### config.mk
export PLATFORM = sky130hd
export DESIGN_NAME = wrr_burst_arbiter
export DESIGN_NICKNAME = d
export VERILOG_FILES = /design/src/rtl/wrr_burst_arbiter.sv
export SDC_FILE = /design/constraint.sdc
export NUM_CORES = 1
export LEC_CHECK = 0
export ABC_CLOCK_PERIOD_IN_PS = 8650
export CAP_MARGIN = 20
export CORE_MARGIN = 2
export CORE_UTILIZATION = 36
export CTS_CLUSTER_SIZE = 16
export DETAILED_ROUTE_END_ITERATION = 12
export GPL_TIMING_DRIVEN = 0
export PLACE_DENSITY = 0.88
export SYNTH_ARGS = -nofsm -noshare
export SYNTH_HDL_FRONTEND = slang
export SYNTH_SLANG_ARGS = --single-unit
### constraint.sdc
create_clock -name clk_i -period 8.65 [get_ports clk_i]
set_clock_uncertainty 0.1 [all_clocks]
set_input_delay 1.2975 -clock clk_i [delete_from_list [all_inputs] [get_ports clk_i]]
set_output_delay 1.2975 -clock clk_i [all_outputs]
set_load 0.01 [all_outputs]
### src/rtl/wrr_burst_arbiter.sv
// rtl/wrr_burst_arbiter.sv - weighted round-robin stream arbiter with burst lock
module wrr_burst_arbiter #(
    parameter int NumIn     = 4,
    parameter int DataWidth = 32,
    parameter int MaxWeight = 16,
    parameter int WWidth    = $clog2(MaxWeight + 1),
    parameter int IdxWidth  = $clog2(NumIn)
) (
    input  logic                              clk_i,
    input  logic                              rst_i,
    input  logic                              flush_i,
    input  logic [NumIn-1:0][WWidth-1:0]      weight_i,
    input  logic [NumIn-1:0]                  valid_i,
    output logic [NumIn-1:0]                  ready_o,
    input  logic [NumIn-1:0][DataWidth-1:0]   data_i,
    input  logic [NumIn-1:0]                  last_i,
    output logic                              valid_o,
    input  logic                              ready_i,
    output logic [DataWidth-1:0]              data_o,
    output logic                              last_o,
    output logic [IdxWidth-1:0]               idx_o,
    output logic                              busy_o
);

    typedef enum logic [1:0] {
        IDLE  = 2'd0,
        HOLD  = 2'd1,
        BURST = 2'd2
    } state_t;

    state_t                state_q, state_d;
    logic [IdxWidth-1:0]   sel_q, sel_d;
    logic [WWidth-1:0]     cnt_q, cnt_d;
    logic [IdxWidth-1:0]   rr_q, rr_d;

    logic [IdxWidth-1:0]   sel_rr;
    logic [IdxWidth-1:0]   sel;
    logic [WWidth-1:0]     eff_w;
    logic [WWidth-1:0]     rem;
    logic                  hs;

    // Zero means a single beat; anything beyond the maximum quantum is clipped.
    function automatic logic [WWidth-1:0] clip_weight(input logic [WWidth-1:0] w);
        if (w == '0) begin
            return WWidth'(1);
        end else if (w > WWidth'(MaxWeight)) begin
            return WWidth'(MaxWeight);
        end else begin
            return w;
        end
    endfunction

    function automatic logic [IdxWidth-1:0] next_idx(input logic [IdxWidth-1:0] i);
        return (i == IdxWidth'(NumIn - 1)) ? '0 : i + IdxWidth'(1);
    endfunction

    // Round-robin search: first valid input at or after rr_q, wrapping; rr_q if none.
    always_comb begin
        int                  idx_int;
        logic [IdxWidth-1:0] cand;
        logic                found;
        sel_rr = rr_q;
        found  = 1'b0;
        for (int k = 0; k < NumIn; k++) begin
            idx_int = int'(rr_q) + k;
            if (idx_int >= NumIn) begin
                idx_int = idx_int - NumIn;
            end
            cand = IdxWidth'(idx_int);
            if (!found && valid_i[cand]) begin
                found  = 1'b1;
                sel_rr = cand;
            end
        end
    end

    // State register: reset and flush both return to a clean IDLE.
    always_ff @(posedge clk_i) begin
        if (rst_i || flush_i) begin
            state_q <= IDLE;
            sel_q   <= '0;
            cnt_q   <= '0;
            rr_q    <= '0;
        end else begin
            state_q <= state_d;
            sel_q   <= sel_d;
            cnt_q   <= cnt_d;
            rr_q    <= rr_d;
        end
    end

    // Next-state: lock on stall, enter BURST on a multi-beat quantum, rotate when done.
    always_comb begin
        state_d = state_q;
        sel_d   = sel_q;
        cnt_d   = cnt_q;
        rr_d    = rr_q;
        unique case (state_q)
            IDLE: begin
                if (hs) begin
                    if (last_o) begin
                        rr_d = next_idx(sel);
                    end else begin
                        sel_d   = sel;
                        cnt_d   = eff_w - WWidth'(1);
                        state_d = BURST;
                    end
                end else if (valid_o) begin
                    sel_d   = sel;
                    cnt_d   = eff_w;
                    state_d = HOLD;
                end
            end
            HOLD, BURST: begin
                if (hs) begin
                    if (last_o) begin
                        rr_d    = next_idx(sel_q);
                        cnt_d   = '0;
                        state_d = IDLE;
                    end else begin
                        if (cnt_q != '0) begin
                            cnt_d = cnt_q - WWidth'(1);
                        end
                        state_d = BURST;
                    end
                end
            end
            default: begin
                state_d = IDLE;
            end
        endcase
    end

    // Outputs: combinational mux of the selected input plus per-input ready.
    always_comb begin
        sel     = (state_q == IDLE) ? sel_rr : sel_q;
        eff_w   = clip_weight(weight_i[sel]);
        valid_o = (state_q == IDLE) ? |valid_i : valid_i[sel_q];
        rem     = (state_q == IDLE) ? eff_w : cnt_q;
        hs      = valid_o & ready_i;
        data_o  = data_i[sel];
        idx_o   = sel;
        last_o  = last_i[sel] | (rem == WWidth'(1));
        busy_o  = (state_q != IDLE);
        ready_o = '0;
        for (int i = 0; i < NumIn; i++) begin
            ready_o[i] = hs & (sel == IdxWidth'(i));
        end
    end

endmodule

==> Yosys cells after proc, flatten, opt, wreduce, memory -nomap -nowiden <==
Cells that the tools add are included.
{ "totals": {"inputBits": 160, "ram_bits": 0, "ff_bits": 11, "n_memories": 0, "latch_bits": 0, "mem_bits_ro": 0, "word_cells": 122, "output_inout_bits": 41} }
{ "classes": {"shift": 0, "n_lt_le_gt_ge": 11, "reduce_logical": 20, "mux": 55, "add_sub_neg": 11, "n_div": 0, "bitwise_logic": 6, "n_mul": 0, "eq_ne": 15} }
{ "ops": {"columns": ["cell", "count"], "rows": [
  ["binary-select mux 32 bit (select 2 bit)", 1],
  ["2-to-1 mux 5 bit", 10],
  ["2-to-1 mux 2 bit", 23],
  ["2-to-1 mux 32 bit", 1],
  ["< comparator 2 x 3 -> 1 bit (second input constant)", 6],
  ["binary-select mux 1 bit (select 2 bit)", 6],
  ["binary-select mux 5 bit (select 2 bit)", 1],
  ["2-to-1 mux 1 bit", 10],
  ["!= test 2 bit (second input constant)", 5],
  ["one-hot mux 5 bit (2 select lines)", 1],
  ["AND reduction 5 bit", 2],
  ["subtractor 5 x 1 -> 5 bit (second input constant)", 2],
  ["greater-or-equal comparator 3 bit (second input constant)", 3],
  ["!= test 3 bit (second input constant)", 3],
  ["equality test 2 bit (second input constant)", 4],
  ["one-hot mux 2 bit (2 select lines)", 2],
  ["subtractor 2 x 1 -> 2 bit (second input constant)", 4],
  ["adder 2 x 2 -> 3 bit (second input constant)", 2],
  ["AND reduction 3 bit", 2],
  ["nonzero test 2 bit", 3],
  ["bitwise AND 1 bit", 5],
  ["equality test 5 x 1 -> 1 bit (second input constant)", 1],
  ["greater-than comparator 5 bit (second input constant)", 1],
  ["zero test 5 bit", 1],
  ["other kinds (12)", 19]
]} }

==> Depth between registers and ports, before layout <==
Gate-level depths: netlist of run 1.
{ "logic_depth": {"ltp_word": 26, "depth_mapped": 16, "depth_no_buf": 15} }

==> Least setup slack after synthesis of run 1 <==
No wires, ideal clock.
{ "synth_path": {"kind": "input-to-output", "from": "in valid_i[0]", "to": "out ready_o[3]", "required_ns": 7.253, "slack_ns": 4.102, "path_buffers": 2, "arrival_ns": 3.151, "path_stages": 8, "cell_sequence": "nor2_1 > o22ai_2 > o41a_4 > clkinv_4 > clkbuf_1 > clkbuf_1 > ha_1 > and2_1"} }
{ "synth_via": {"elab_chain_cells": 15, "word_cells_on_any_way": 29, "cone_classes": "eq/ne: 1; mux: 19; bitwise: 2; reduce/logical: 7"} }
{ "synth_rtl": {"columns": ["element", "line_no", "rtl"], "rows": [
  ["start, declared", "13", "input logic [NumIn-1:0] valid_i,"],
  ["binary-select mux 1 bit (select 2 bit)", "70", "if (!found && valid_i[cand]) begin"],
  ["2-to-1 mux 1 bit (not written as such)", "70", null],
  ["2-to-1 mux 1 bit", "70", null],
  ["zero test 1 bit", "70", null],
  ["logical AND 1 bit", "70", null],
  ["2-to-1 mux 1 bit", "70", null],
  ["zero test 1 bit", "70", null],
  ["logical AND 1 bit", "70", null],
  ["2-to-1 mux 1 bit", "70", null],
  ["zero test 1 bit", "70", null],
  ["logical AND 1 bit", "70", null],
  ["2-to-1 mux 2 bit (*)", "70", null],
  ["2-to-1 mux 2 bit (*)", "136", "sel = (state_q == IDLE) ? sel_rr : sel_q;"],
  ["named net idx_o[0]", "21", "output logic [IdxWidth-1:0] idx_o,"],
  ["equality test 2 bit (*)", "147", "ready_o[i] = hs & (sel == IdxWidth'(i));"],
  ["bitwise AND 1 bit (*)", "147", null],
  ["end, declared", "14", "output logic [NumIn-1:0] ready_o,"]
]} }
The timed path passes the listed nets; every way through them passes the cells marked *. The select of a mux whose other input is x is not followed.

==> Final worst setup path of run 1 <==
{ "layout_path": {"from": "in valid_i[3]", "to": "out data_o[18]"} }
{ "layout_via": {"elab_chain_cells": 15, "word_cells_on_any_way": 24, "cone_classes": "mux: 18; reduce/logical: 6"} }
{ "layout_rtl": {"columns": ["element", "line_no", "rtl"], "rows": [
  ["binary-select mux 1 bit (select 2 bit)", "70", null],
  ["2-to-1 mux 1 bit (not written as such)", "70", null],
  ["2-to-1 mux 1 bit", "70", null],
  ["zero test 1 bit", "70", null],
  ["logical AND 1 bit", "70", null],
  ["2-to-1 mux 1 bit", "70", null],
  ["zero test 1 bit", "70", null],
  ["logical AND 1 bit", "70", null],
  ["2-to-1 mux 1 bit", "70", null],
  ["zero test 1 bit", "70", null],
  ["logical AND 1 bit", "70", null],
  ["2-to-1 mux 2 bit (*)", "70", null],
  ["2-to-1 mux 2 bit (*)", "136", null],
  ["binary-select mux 32 bit (select 2 bit) (*)", "141", "data_o = data_i[sel];"],
  ["2-to-1 mux 32 bit (not written as such) (*)", "141", null],
  ["end, declared", "19", "output logic [DataWidth-1:0] data_o,"]
]} }
Every way passes the cells marked *; elsewhere a longest branch is shown, timed or not. The select of a mux whose other input is x is not followed.

==> results of run 1 <==
==> layout make-up <==
type | instances | area share [%]
plain buffers | 27 | 2.53
clock buffers | 4 | 0.981
inverters | 16 | 1.42
multi-input cells | 344 | 44.5
flip-flops and latches | 11 | 4.80
well taps | 80 | 2.18
repair buffers | 200 | 43.6
==> flip-flops by register name (all words and copies together), names as in the netlist <==
signal and cells:
state_q 2, sel_q 2, rr_q 2, cnt_q 5
==> power groups by stage <==
stage | clock network, W | logic [W] | registers [W]
6_report | 0.0000527 | 0.000585 | 0.0000650
5_1_grt | 0.0000544 | 0.000636 | 0.0000659
4_1_cts | 0.0000532 | 0.000584 | 0.0000648
3_5_place_dp | 0 | 0.000581 | 0.0000657
3_3_place_gp | 0 | 0.000569 | 0.0000654
2_1_floorplan | 0 | 0.000319 | 0.0000637
==> final timing paths <==
kind,to,start,slack (ns)
min,cnt_q[4],cnt_q[4],0.39
max,data_o[18],valid_i[3],2.66
max reg2reg,cnt_q[4],state_q[1],5.02
min reg2reg,cnt_q[4],cnt_q[4],0.39
==> cells by family (layout without fill, tap and decap cells) <==
logic type      after synthesis  after routing
compound gates               98             98
mux                           6              6
fa+ha+maj                    10             10
xor+xnor                      1              1
buf+inv                      43            247
flops                        11             11
simple gates                229            229
==> per-stage QoR <==
stage	instances	instance area, µm²	total power, W	utilization (%)
2_1_floorplan	398	2440	0.000383	-
3_3_place_gp	678	4550	0.000635	68.0
3_5_place_dp	678	4550	0.000647	68.0
4_1_cts	682	4590	0.000702	68.7
5_1_grt	682	4590	0.000756	68.7
6_report	682	4590	0.000703	68.7
==> worst max-delay path, cell delays in order <==
cell,delay (ns)
clkdlybuf4s50_1,0.60
or2_4,0.19
o22ai_2,0.07
o41a_4,0.52
clkinv_4,0.11
clkbuf_1,0.35
buf_1,0.41
nand2_1,0.09
and3_1,0.18
a31oi_1,0.19
clkdlybuf4s50_1,0.58
==> layout by cell type (no fill, tap or decap), types with 4 or more instances in the layout <==
cell / n
clkdlybuf4s50_1: 200
nand2_1: 144
and3_1: 34
a31oi_1: 33
nor2_1: 20
clkbuf_1: 20
inv_1: 15
a21oi_1: 13
dfxtp_1: 11
ha_1: 10
and2_1: 8
nor3_1: 5
o21ai_0: 4
o221ai_1: 4
mux2i_1: 4
==> layer usage <==
metal	up-vias	global-route usage, %	part of all wire [%]
met2	172	47.0	50
met1	1664	33.3	41
met3	16	4.00	7.8
met4	0	6.11	1.6
met5	-	0	0
li1	1821	-	-
==> metrics.txt, run 1 <==
status=finished clean; P_sw=0.000317 W; synth warn=0; Tightest Hold Check Type=reg2reg; placer's final routability congestion estimate=0.919; gr usage total=26.4%; Pleak=1.90 nW; worst hold stages=2; worst-margin pin slew=0.860 ns; Rows=30; largest cells by area after synthesis=nand2_1 22%, dfxtp_1 9.0%, and3_1 8.7%; register area share after synthesis=9.01%; most area-hungry cell type in the Yosys netlist=nand2_1; normalized max-slew margin=42.1%; area share of the largest cell type after synthesis=22.1%; post-synthesis compound-gate area fraction=32.1%; Setup Fix Bufs, Post-CTS=0; total die area=7460 µm²; Yosys cell types=62; critical path class=in2out; Clk pwr share=7.5%; min cycle time layout=5.99 ns; top_reg_cell synth=dfxtp_1; PD cells=153 nW/µm²; maximum vdd drop=74.6 µV; clk slew on worst S/H paths=0.05 ns; DR pass1 iterations=5; mux contribution to synthesized area=3.48%; vias per cell=5.39; Max-Cap Viols=0; antenna violations before repair=0; average routed wire per standard cell=15.5 µm; Worst-Skew Late Latency=0.24 ns; Reg power frac=9.3%; combinational power share=83.2%; sequential cell area=220 µm²; Vias=3673; synthesis-to-layout area growth=87.9%; I/O pin total=201; Core Area=6680 µm²; hold slack=0.390 ns; layout net count=773; die span in y=86.4 µm; clk root buf=clkbuf_8; Num CTS Buffers=3; mean area per synthesized cell=6.14 µm²; worst setup margin=2.66 ns; GRT overflow=0; Multi-input gate area=2040 µm²; nature of the critical path endpoint=output pin; CTS tree=built; Final Setup Violations=0; fmax=167 MHz; Sum Neg Setup Slack=0 ns; Setup crit start kind=primary input; Synth Area in Adders=5.12%; Post-synth top cells=144 x nand2_1, 34 x and3_1, 33 x a31oi_1; worst endpoint required time=7.25 ns; critical path arrival=4.59 ns; die width=86.4 µm; fraction of layout cells with a size suffix above 1=4.82%; fill count=597; Initial Utilization=36.6%; Yosys reg bits=11; Max clock buf depth=2; Syn Inst Count=398; final hold violations=0; Setup WS pre-CTS=2.66 ns; Sink Count=11; DP Wirelength=8830 µm; CP max FO=10; # diodes=0; Synth async-reset ratio=0%; main combinational cell family by area after synthesis=simple AND/OR/NAND/NOR gates; vias in the first global route=3495; largest net degree at the start of global routing=13; buffers added on ports=200; Synth Cell Area=2440 µm²; Sw Share=45.1%; global-route wire length before repair=16200 µm; Simple-Gate Fraction of Synth Area=42.5%; CTS H-tree depth=1; post_cts resized=0; Tcrit/Tclk final=69.2%; Post-synth EDFFs=0; internal power=0.000386 W; RSZ-0062 raised after global routing=false; antenna-violating nets left=0; # hold bufs at CTS=0; Final Max Slew Viols=0; overall routed net length=10600 µm; most frequent cell after synthesis=nand2_1; initial detailed-routing violation count=161; FF-to-FF path depth=14; DRC viols=0; XOR/XNOR Fraction of Synth Area=0.358%; Syn Nets=568
Note: power is estimated with default switching activity, not from simulation.
==> inputs of run 2 (changes only) <==
- ABC_CLOCK_PERIOD_IN_PS: 8650 -> 6300
- CORE_UTILIZATION: 36 -> 34
- PLACE_DENSITY: 0.88 -> 0.84
- clock period: 8.65 -> 6.3 ns (I/O delays scaled with it)
==> metrics.txt, run 2 (synthesized netlist as in run 1, its figures left out) <==
most common cell after layout, fill and taps aside=clkdlybuf4s50_1; Worst-Skew Late Latency=0.24 ns; # diodes=0; final hold violations=0; DP Wirelength=9530 µm; synthesis-to-layout area growth=88.7%; Reg-to-Reg Start=state_q[0]; RSZ-0062 raised after global routing=false; FF-to-FF path depth=16; Final Setup Violations=0; worst hold stages=2; status=finished clean; Placed Cells incl. Taps=694; maximum vdd drop=120 µV; Rows=30; DRC viols=0; Top reg by flops=cnt_q; Worst R2R Setup Slack=2.60 ns; Num CTS Buffers=3; critical path arrival=4.27 ns; clk slew on worst S/H paths=0.05 ns; Final Max Slew Viols=0; gr usage total=27.3%; buffers added on ports=200; clk root buf=clkbuf_8; DR pass1 iterations=4; hold slack=0.383 ns; die span in y=88.8 µm; I/O pin total=201; Sum Neg Setup Slack=0 ns; critical path class=in2out; antenna-violating nets left=0; Largest register FFs=5; Setup crit start kind=primary input; # hold bufs at CTS=0; CP max FO=10; worst-margin pin slew=0.699 ns; total die area=7880 µm²; min cycle time layout=5.31 ns; die width=88.8 µm; Vias=3746; Final Non-Filler Cells=698; Sink Count=11; Pleak=1.90 nW; Core Area=6870 µm²; fraction of layout cells with a size suffix above 1=4.82%; overall routed net length=11400 µm; post_cts resized=0; global-route wire length before repair=16800 µm; Tcrit/Tclk final=84.4%; fmax=188 MHz; CTS H-tree depth=1; nature of the critical path endpoint=output pin; antenna violations before repair=0; layout net count=773; end of the worst hold path=cnt_q[4]; normalized max-slew margin=52.9%; post-route cell area=4610 µm²; Tightest Hold Check Type=reg2reg; GRT overflow=0; HP Start=cnt_q[4]; DP Area=4570 µm²; worst endpoint required time=5.25 ns; CTS tree=built; vias in the first global route=3532; fill count=619; initial detailed-routing violation count=165; average routed wire per standard cell=16.3 µm; vias per cell=5.37; PD cells=211 nW/µm²; Setup Fix Bufs, Post-CTS=0; Max clock buf depth=2; placer's final routability congestion estimate=0.852; RR Endpoint=cnt_q[4]; Initial Utilization=35.6%; largest net degree at the start of global routing=13; Max-Cap Viols=0; commonest cells after routing, fill and taps aside=200 x clkdlybuf4s50_1, 144 x nand2_1, 34 x and3_1
run 2: cell counts in the layout (fill, tap and decap cells not counted):
No cell type changed its count.
run 2: worst max path at each step:
stage	start	to	slack [ns]
floorplan	valid_i[0]	ready_o[3]	2.46
global placement	valid_i[3]	data_o[21]	1.10
detailed placement	valid_i[1]	data_o[24]	1.01
CTS	valid_i[1]	data_o[24]	1.0
global route	valid_i[2]	data_o[4]	0.77
finish	valid_i[2]	data_o[24]	0.99
run 2: layout make-up:
class,instances,area (µm²),share of cell area [%]
plain buffers,27,116,2.52
clock buffers,4,45.0,0.977
inverters,16,65.1,1.41
multi-input cells,344,2040,44.3
flip-flops and latches,11,220,4.78
well taps,96,120,2.61
repair buffers,200,2000,43.4
run 2: power by group:
| group | leakage [nW] | switching, W | internal (W) |
|---|---|---|---|
| logic | 1.79 | 0.000406 | 0.000406 |
| registers | 0.0897 | 0.0000109 | 0.0000788 |
| clock network | 0.0228 | 0.0000265 | 0.0000444 |
run 2: routing by layer:
layer	vias to the layer above	track usage, %	part of all wire, %
li1	1821	-	-
met1	1726	32.4	38
met2	175	50.1	53
met3	24	3.92	7.0
met4	0	8.54	2.4
met5	-	0	0
run 2: worst max-delay path, cell delays in order:
cell and delay, ns:
clkdlybuf4s50_1 0.55, nor2_1 0.21, o22ai_2 0.12, o41a_4 0.52
clkinv_4 0.13, clkbuf_1 0.35, buf_1 0.39, nand2_1 0.10
and3_1 0.17, a31oi_1 0.17, clkdlybuf4s50_1 0.61
run 2: stage by stage:
stage | utilization [%] | power, W | setup slack, ns
final | 67.1 | 0.000973 | 0.985
after global routing | 67.1 | 0.00105 | 0.771
after CTS | 67.1 | 0.000972 | 1.00
after detailed placement | 66.5 | 0.000896 | 1.01
after global placement | 66.5 | 0.000880 | 1.10
after floorplan | - | 0.000526 | 2.46
